## src/rtl/noc_pkg.sv

```systemverilog
// Shared mesh-router definitions: demux port-select encoding and flit header field positions.
package noc_pkg;
    localparam int COORD_W   = 2;
    localparam int SEL_W     = 3;
    localparam int DST_X_LSB = 0;
    localparam int DST_Y_LSB = COORD_W;

    typedef logic [SEL_W-1:0] sel_t;

    localparam sel_t PORT_LOCAL = 3'd0;
    localparam sel_t PORT_NORTH = 3'd1;
    localparam sel_t PORT_EAST  = 3'd2;
    localparam sel_t PORT_SOUTH = 3'd3;
    localparam sel_t PORT_WEST  = 3'd4;
endpackage

```

## src/rtl/xy_route_compute.sv

```systemverilog
// Dimension-ordered (X first, then Y) route decision for one flit; purely combinational.
module xy_route_compute #(
    parameter int COORD_W = noc_pkg::COORD_W
) (
    input  logic [COORD_W-1:0]     cur_x,
    input  logic [COORD_W-1:0]     cur_y,
    input  logic [COORD_W-1:0]     dst_x,
    input  logic [COORD_W-1:0]     dst_y,
    output logic [noc_pkg::SEL_W-1:0] sel
);
    import noc_pkg::*;

    always_comb begin
        sel = PORT_LOCAL;
        if (dst_x > cur_x) begin
            sel = PORT_EAST;
        end else if (dst_x < cur_x) begin
            sel = PORT_WEST;
        end else if (dst_y > cur_y) begin
            sel = PORT_NORTH;
        end else if (dst_y < cur_y) begin
            sel = PORT_SOUTH;
        end
    end
endmodule

```

## src/rtl/noc_input_port.sv

```systemverilog
// Router input stage: flit FIFO with the XY route select captured alongside each flit at write time.
module noc_input_port #(
    parameter int DATA_W  = 32,
    parameter int DEPTH   = 4,
    parameter int COORD_W = noc_pkg::COORD_W
) (
    input  logic                      clk,
    input  logic                      reset,
    input  logic [COORD_W-1:0]        cur_x,
    input  logic [COORD_W-1:0]        cur_y,
    input  logic                      in_valid,
    input  logic [DATA_W-1:0]         in_data,
    output logic                      in_ready,
    output logic                      out_valid,
    output logic [DATA_W-1:0]         out_data,
    output logic [noc_pkg::SEL_W-1:0] out_sel,
    input  logic                      out_ready,
    output logic                      overflow
);
    import noc_pkg::*;

    localparam int PTR_W = $clog2(DEPTH);
    localparam logic [PTR_W:0] FULL_CNT = (PTR_W + 1)'(DEPTH);

    logic [DATA_W-1:0] mem     [DEPTH];
    sel_t              sel_mem [DEPTH];
    logic [PTR_W-1:0]  wr_ptr;
    logic [PTR_W-1:0]  rd_ptr;
    logic [PTR_W:0]    count;
    logic              push;
    logic              pop;
    sel_t              in_sel;

    // in_ready depends only on stored state, so a full FIFO never admits a flit in the pop cycle
    assign in_ready  = (count != FULL_CNT);
    assign out_valid = (count != '0);
    assign push      = in_valid && in_ready;
    assign pop       = out_valid && out_ready;

    xy_route_compute #(
        .COORD_W(COORD_W)
    ) u_route (
        .cur_x(cur_x),
        .cur_y(cur_y),
        .dst_x(in_data[DST_X_LSB +: COORD_W]),
        .dst_y(in_data[DST_X_LSB + COORD_W +: COORD_W]),
        .sel  (in_sel)
    );

    // Storage is data-only; stale entries are never visible because outputs are gated by count
    always_ff @(posedge clk) begin
        if (push) begin
            mem[wr_ptr]     <= in_data;
            sel_mem[wr_ptr] <= in_sel;
        end
    end

    always_ff @(posedge clk) begin
        if (reset) begin
            wr_ptr   <= '0;
            rd_ptr   <= '0;
            count    <= '0;
            overflow <= 1'b0;
        end else begin
            if (push) begin
                wr_ptr <= wr_ptr + 1'b1;
            end
            if (pop) begin
                rd_ptr <= rd_ptr + 1'b1;
            end
            if (push && !pop) begin
                count <= count + 1'b1;
            end else if (pop && !push) begin
                count <= count - 1'b1;
            end
            if (in_valid && !in_ready) begin
                overflow <= 1'b1;
            end
        end
    end

    assign out_data = out_valid ? mem[rd_ptr]     : '0;
    assign out_sel  = out_valid ? sel_mem[rd_ptr] : '0;
endmodule

```

## config.mk

```make
export PLATFORM = sky130hd
export DESIGN_NAME = noc_input_port
export DESIGN_NICKNAME = d
export VERILOG_FILES = /design/src/rtl/noc_pkg.sv /design/src/rtl/xy_route_compute.sv /design/src/rtl/noc_input_port.sv
export SDC_FILE = /design/constraint.sdc
export NUM_CORES = 1
export LEC_CHECK = 0
export ABC_AREA = 1
export CAP_MARGIN = 20
export CORE_ASPECT_RATIO = 0.9
export CORE_MARGIN = 2
export CORE_UTILIZATION = 35
export CTS_CLUSTER_DIAMETER = 120
export DETAILED_ROUTE_END_ITERATION = 8
export GPL_ROUTABILITY_DRIVEN = 1
export GPL_TIMING_DRIVEN = 0
export PLACE_DENSITY = 0.64
export SETUP_SLACK_MARGIN = 0.5
export SLEW_MARGIN = 10
export SYNTH_ARGS = -nofsm -noshare
export SYNTH_HDL_FRONTEND = slang
export SYNTH_SLANG_ARGS = --single-unit
```

## constraint.sdc

```tcl
create_clock -name clk -period 3.3 [get_ports clk]
set_clock_uncertainty 0.15 [all_clocks]
set_input_delay 0.66 -clock clk [delete_from_list [all_inputs] [get_ports clk]]
set_output_delay 0.66 -clock clk [all_outputs]
set_load 0.01 [all_outputs]
```

==> results of run 1 <==
==> repair_timing <==
action | CTS | global route
cloned | 0 | 0
pin swaps | 2 | 2
endpoints found under the setup margin | 35 | 5
buffers inserted | 0 | 0
resized for setup | 44 | 5
==> cell families after synthesis <==
family          share of synthesized area, %
compound gates                          9.20
xor+xnor                               0.144
buf+inv                                 4.82
simple gates                            11.4
flops                                   72.2
fa+ha+maj                               2.18
==> stage by stage <==
step                utilization [%]  total power, µW  TNS [ns]
finish                         46.4             6250         0
global placement               42.3             4490   -180.46
CTS                            46.4             6320         0
detailed placement             43.0             4560         0
global route                   46.4             6600         0
floorplan                         -             3520         0
==> how the worst max path moves through the flow <==
stage | cells past startpoint | from | slack, ns | end
after floorplan | 2 | in_valid | 0.50 | mem[0][0]
after global placement | 3 | in_valid | -1.34 | mem[1][20]
after detailed placement | 12 | in_valid | 0.51 | count[2]
after CTS | 7 | flip-flop | 0.54 | out_sel[1]
after global routing | 6 | flip-flop | 0.50 | out_sel[2]
final | 6 | flip-flop | 0.59 | out_sel[2]
==> per-layer routing <==
layer	routed length, µm	up-vias
met5	0	-
met1	6180	1920
met4	236	0
met2	6690	111
li1	-	1953
met3	725	21
==> flip-flops by register name, indices dropped and copies added, names as in the netlist, named ones only <==
name      flops
sel_mem      12
count         3
rd_ptr        2
overflow      1
wr_ptr        2
mem         128
==> synthesized netlist by cell type <==
cell,instances
nor2_1,157
edfxtp_1,140
o21ai_0,54
a21oi_1,41
inv_1,21
o21ai_1,17
nand2_1,15
buf_6,11
dfxtp_1,10
ha_1,9
clkbuf_2,7
nand3_1,5
buf_4,4
buf_2,3
inv_2,3
nand2_2,2
fa_1,1
nand3b_1,1
nor3_1,1
xor2_1,1
==> cell type report <==
type / instances / area [µm²] / area share, %
clock buffer: 19 / 433 / 5.50
sequential: 150 / 4400 / 56.0
timing repair buffer: 81 / 825 / 10.5
multi-input combinational: 304 / 1440 / 18.3
clock inverter: 13 / 158 / 2.00
inverter: 24 / 92.6 / 1.18
buffer: 25 / 221 / 2.81
tap: 235 / 294 / 3.74
==> worst max-delay path, delay by kind of cell, from the launching register on <==
family | cells | cell delay (ns)
buf+inv | 4 | 0.79
compound gates | 2 | 0.39
flops | 1 | 0.31
==> where the power goes <==
| group | total (µW) | internal, µW | switching, µW |
|---|---|---|---|
| Combinational | 1960 | 785 | 1170 |
| Sequential | 2380 | 2320 | 65.1 |
| Clock | 1910 | 1180 | 728 |
==> flow_metrics.tcl, run 1 <==
set metrics [dict create \
    outcome "finished, final reports clean" \
    drive_above_1_share_pct 11.7 \
    ys_seq_area_share_pct 72.2 \
    pre_cts_ws_ns 0.514 \
    worstHoldEndpoint "overflow" \
    coreArea_um2 16900 \
    ys_types 20 \
    io_pins 78 \
    crit_slowest_cell "dfxtp_1" \
    numCtsBuffers 17 \
    routedWlPerCell_um 16.3 \
    netlist.area_leader.share_pct 69.0 \
    grt_pass1_vias 4086 \
    max_freq_ghz 0.369 \
    ys_seq_elements 150 \
    grt_start_max_net_pins 26 \
    antenna_cells 0 \
    final_common_cell "nor2_1" \
    gp_congestion 0.717 \
    ctsRootBufferMaster "clkbuf_16" \
    setup_viol 0 \
    initial_core_util_pct 36.0 \
    max_slew_margin_pct 56.6 \
    dp.final_hpwl_um 8800 \
    holdWs_ns 0.304 \
    use_met3_pct 3.81 \
    final_antenna_net_count 0 \
    grtUsageMet2_pct 26.5 \
    drc 0 \
    drv_cap 0 \
    leakage_uw 0.00287 \
    die-height_um 129 \
    rsz0062_at_grt "false" \
    track_usage_pct 15.9 \
    final.min_clock_period_ns 2.71 \
    grt_pass1_wl_um 21500 \
    r2r_end "count[1]" \
    path_clk_slew_ns 0.06 \
    htree_num_levels 4 \
    crit_fanout 10 \
    critical_path_class "flip-flop to output port" \
    numPortBuffers 77 \
    ir_worst_vdd_mv 0.445 \
    syn_avg_cell_area_um2 12.1 \
    fp.dieW_um 143 \
    dieArea_um2 18500 \
    cp.required_ns 2.49 \
    antenna_found_initial 0 \
    syn_inst 503 \
    hold_depth 2 \
    reg2reg_slack_ns 1.11 \
    grt_use_met1_pct 20.1 \
    routed_wl_um 13800 \
    hp-start "overflow" \
    grt-busiest-layer "met2" \
    vias 4005 \
    cts_tree "built" \
    p_per_area_nw_per_um2 794 \
    period_share_pct 82.0 \
    synthToLayoutAreaGrowth_pct 29.1 \
    worst_ep_arrival_time_ns 1.90 \
    fillCellCount 1546 \
    core.rowCount 45 \
    synth_largest_area_cell "edfxtp_1" \
    synthTopCellsByArea "edfxtp_1 (69%), nor2_1 (9.7%), o21ai_0 (4.4%), a21oi_1 (3.4%), dfxtp_1 (3.3%)" \
    path_cells "buf_6 > inv_2 > clkbuf_4 > o21ai_0 > a21oi_1 > dlygate4sd2_1" \
    dr.pass1.iters 4 \
    finalHoldViolCount 0 \
    hp-class "flip-flop to flip-flop" \
    viasPerCell 4.71 \
    end_kind "output port" \
    layout_common_cells "nor2_1 (152), edfxtp_1 (140), o21ai_0 (54), clkdlybuf4s50_1 (42), a21oi_1 (38)" \
    cts.sinks 150 \
    postLayoutCellArea_um2 7870 \
    ys_warn_count 0 \
    fin_ws_ns 0.593 \
    clock_tree.buffer_depth 2 \
    clk_latency_ns 0.42 \
    placed_cells 819 \
    drv_slew 0 \
    dr.first_iter.drc_count 274 \
    synth_area_um2 6100 \
    reg2reg_depth 9 \
    place_area_um2 7290 \
    worst_pin_slew_ns 0.650 \
    num-nets-final 653 \
    startpoint_type "flip-flop" \
    cts_hold_buf 0 \
    overflow 0 \
    fin_cells 851 \
    syn_nets 553 \
    timing.rr.start "count[1]" \
    critPathMaxStageDelay_ns 0.31 \
]
(Power assumes the default switching activity.)
==> inputs of run 2 (changes only) <==
PLACE_DENSITY = 0.66   (was 0.64)
clock period = 2.33 ns   (was 3.3 ns; I/O delays follow)
==> run 2 against run 1 <==
Effect of this change: total power up 55%; design area increased by 7.6%; sequential cell count stayed put; critical endpoint is now out_data[14]; largest cell class unchanged; highest routed layer unchanged.
==> flow_metrics.tcl, run 2 (same netlist as run 1, synthesis figures left out) <==
set metrics [dict create \
    period_share_pct 99.8 \
    path_clk_slew_ns 0.06 \
    worst_ep_arrival_time_ns 1.71 \
    final.min_clock_period_ns 2.33 \
    largest_reg_flops 128 \
    p_per_area_nw_per_um2 1150 \
    vias 4178 \
    grt_start_max_net_pins 20 \
    num-nets-final 677 \
    critical_path_class "flip-flop to output port" \
    grt_pass1_wl_um 21600 \
    leakage_uw 0.00310 \
    max_slew_margin_pct 81.4 \
    drive_above_1_share_pct 26.6 \
    crit_slowest_cell "dfxtp_4" \
    setup_viol 0 \
    worst-path-buf-inv 4 \
    drc 0 \
    crit_path_frequent_cell "nor2_1" \
    finalHoldViolCount 0 \
    antenna_cells 0 \
    die-height_um 129 \
    dr.first_iter.drc_count 183 \
    cts.sinks 150 \
    path_cells "buf_12 > buf_8 > buf_4 > nor2_1 > nor2_1 > o21ai_1 > a21oi_1 > buf_2" \
    overflow 0 \
    cts_tree "built" \
    dr.pass1.iters 5 \
    numPortBuffers 77 \
    cts_hold_buf 0 \
    critPathMaxStageDelay_ns 0.39 \
    end_kind "output port" \
    io_pins 78 \
    track_usage_pct 16.0 \
    coreArea_um2 16900 \
    startpoint_type "flip-flop" \
    timing.rr.start "count[1]" \
    tns_ns 0 \
    holdWs_ns 0.286 \
    viasPerCell 4.77 \
    htree_num_levels 4 \
    hp-start "in_data[3]" \
    routedWlPerCell_um 16.6 \
    cp_top_family "buffers and inverters" \
    reg.largest.list "mem: 128 flops, sel_mem: 12 flops, count: 3 flops" \
    outcome "finished, final reports clean" \
    synthToLayoutAreaGrowth_pct 38.8 \
    drv_slew 0 \
    final_antenna_net_count 0 \
    numCtsBuffers 17 \
    final_common_cell "edfxtp_1" \
    gp_congestion 0.775 \
    antenna_found_initial 0 \
    fp.dieW_um 143 \
    clock_tree.buffer_depth 2 \
    dp.final_hpwl_um 8940 \
    grt_pass1_vias 4173 \
    routed_wl_um 14500 \
    ctsRootBufferMaster "clkbuf_16" \
    max_freq_ghz 0.430 \
    cp.required_ns 1.71 \
    crit_fanout 9 \
    fillCellCount 1449 \
    drv_cap 0 \
    clk_latency_ns 0.42 \
    layout_common_cells "edfxtp_1 (140), nor2_1 (138), o21ai_1 (56), buf_2 (37), clkdlybuf4s50_1 (37)" \
    hp-class "input port to flip-flop" \
    dieArea_um2 18500 \
    core.rowCount 45 \
    rsz0062_at_grt "true" \
    ir_worst_vdd_mv 0.642 \
    initial_core_util_pct 36.0 \
    largest-register "mem" \
    worst_pin_slew_ns 0.279 \
]
==> run 2: cell types whose count changed in the layout (fill, tap and decap cells not counted), sizes merged, moves of 2 or more <==
cell / delta
clkinvlp: -3
dlygate4sd2: -31
buf: +63
clkdlybuf4s50: -5
clkdlybuf4s15: -2
==> run 2: where the power goes <==
part	internal (µW)	switching, µW
sequential	3300	125
clock	1770	970
combinational	1600	1940
==> run 2: worst paths after layout <==
check                       to  slack (ns)  cells past startpoint
setup / recovery  out_data[14]       0.004                      8
hold / removal       mem[0][3]        0.29                      1
setup reg to reg      count[1]        0.43                     10
hold reg to reg       overflow        0.30                      2
==> run 2: timing repair <==
action                                  in CTS  in global routing
setup buffers                               18                  2
endpoints found under the setup margin     188                 47
gates cloned                                 3                  1
gates resized for setup                    246                 49
pin swaps                                   30                 29
==> run 2: layout make-up <==
cell class | instances | area (µm²) | share of cell area, %
plain buffers | 25 | 382 | 4.51
clock buffers | 21 | 440 | 5.20
clock inverters | 11 | 156 | 1.85
inverters | 24 | 115 | 1.36
multi-input cells | 304 | 1620 | 19.1
flip-flops and latches | 150 | 4420 | 52.2
well taps | 235 | 294 | 3.47
repair buffers | 105 | 1030 | 12.2
==> run 2: worst reg2reg max path, delay by kind of cell (launching register included) <==
family	cells	cell delay, ns
simple gates	4	0.34
fa+ha+maj	2	0.59
flops	1	0.35
buf+inv	3	0.24
compound gates	1	0.13
==> run 2: metrics by stage <==
step                      instance area, µm²  setup WS [ns]  cells  utilization, %  power, µW
after floorplan                         6180          0.511    503               -       5070
after global placement                  7250         -0.397    815            42.8       6420
after detailed placement                7360         -0.224    819            43.4       6550
after CTS                               8320        -0.0234    872            49.1       9580
after global routing                    8460        -0.0744    875            49.9      10200
final                                   8460        0.00360    875            49.9       9710
==> run 2: layer usage <==
metal | GRT usage (%) | vias to the layer above | wire length [µm] | part of all wire [%]
met5 | 0 | - | 0 | 0
met4 | 5.59 | 0 | 200 | 1.4
met3 | 4.36 | 16 | 913 | 6.3
met2 | 28.1 | 118 | 7490 | 52
met1 | 18.9 | 2036 | 5910 | 41
li1 | - | 2008 | - | -
==> inputs of run 3 (changes only) <==
HOLD_SLACK_MARGIN = 0.12   (was not set)
==> results of run 3 <==
The final DEF is identical to that of run 2; final timing and power are the same.
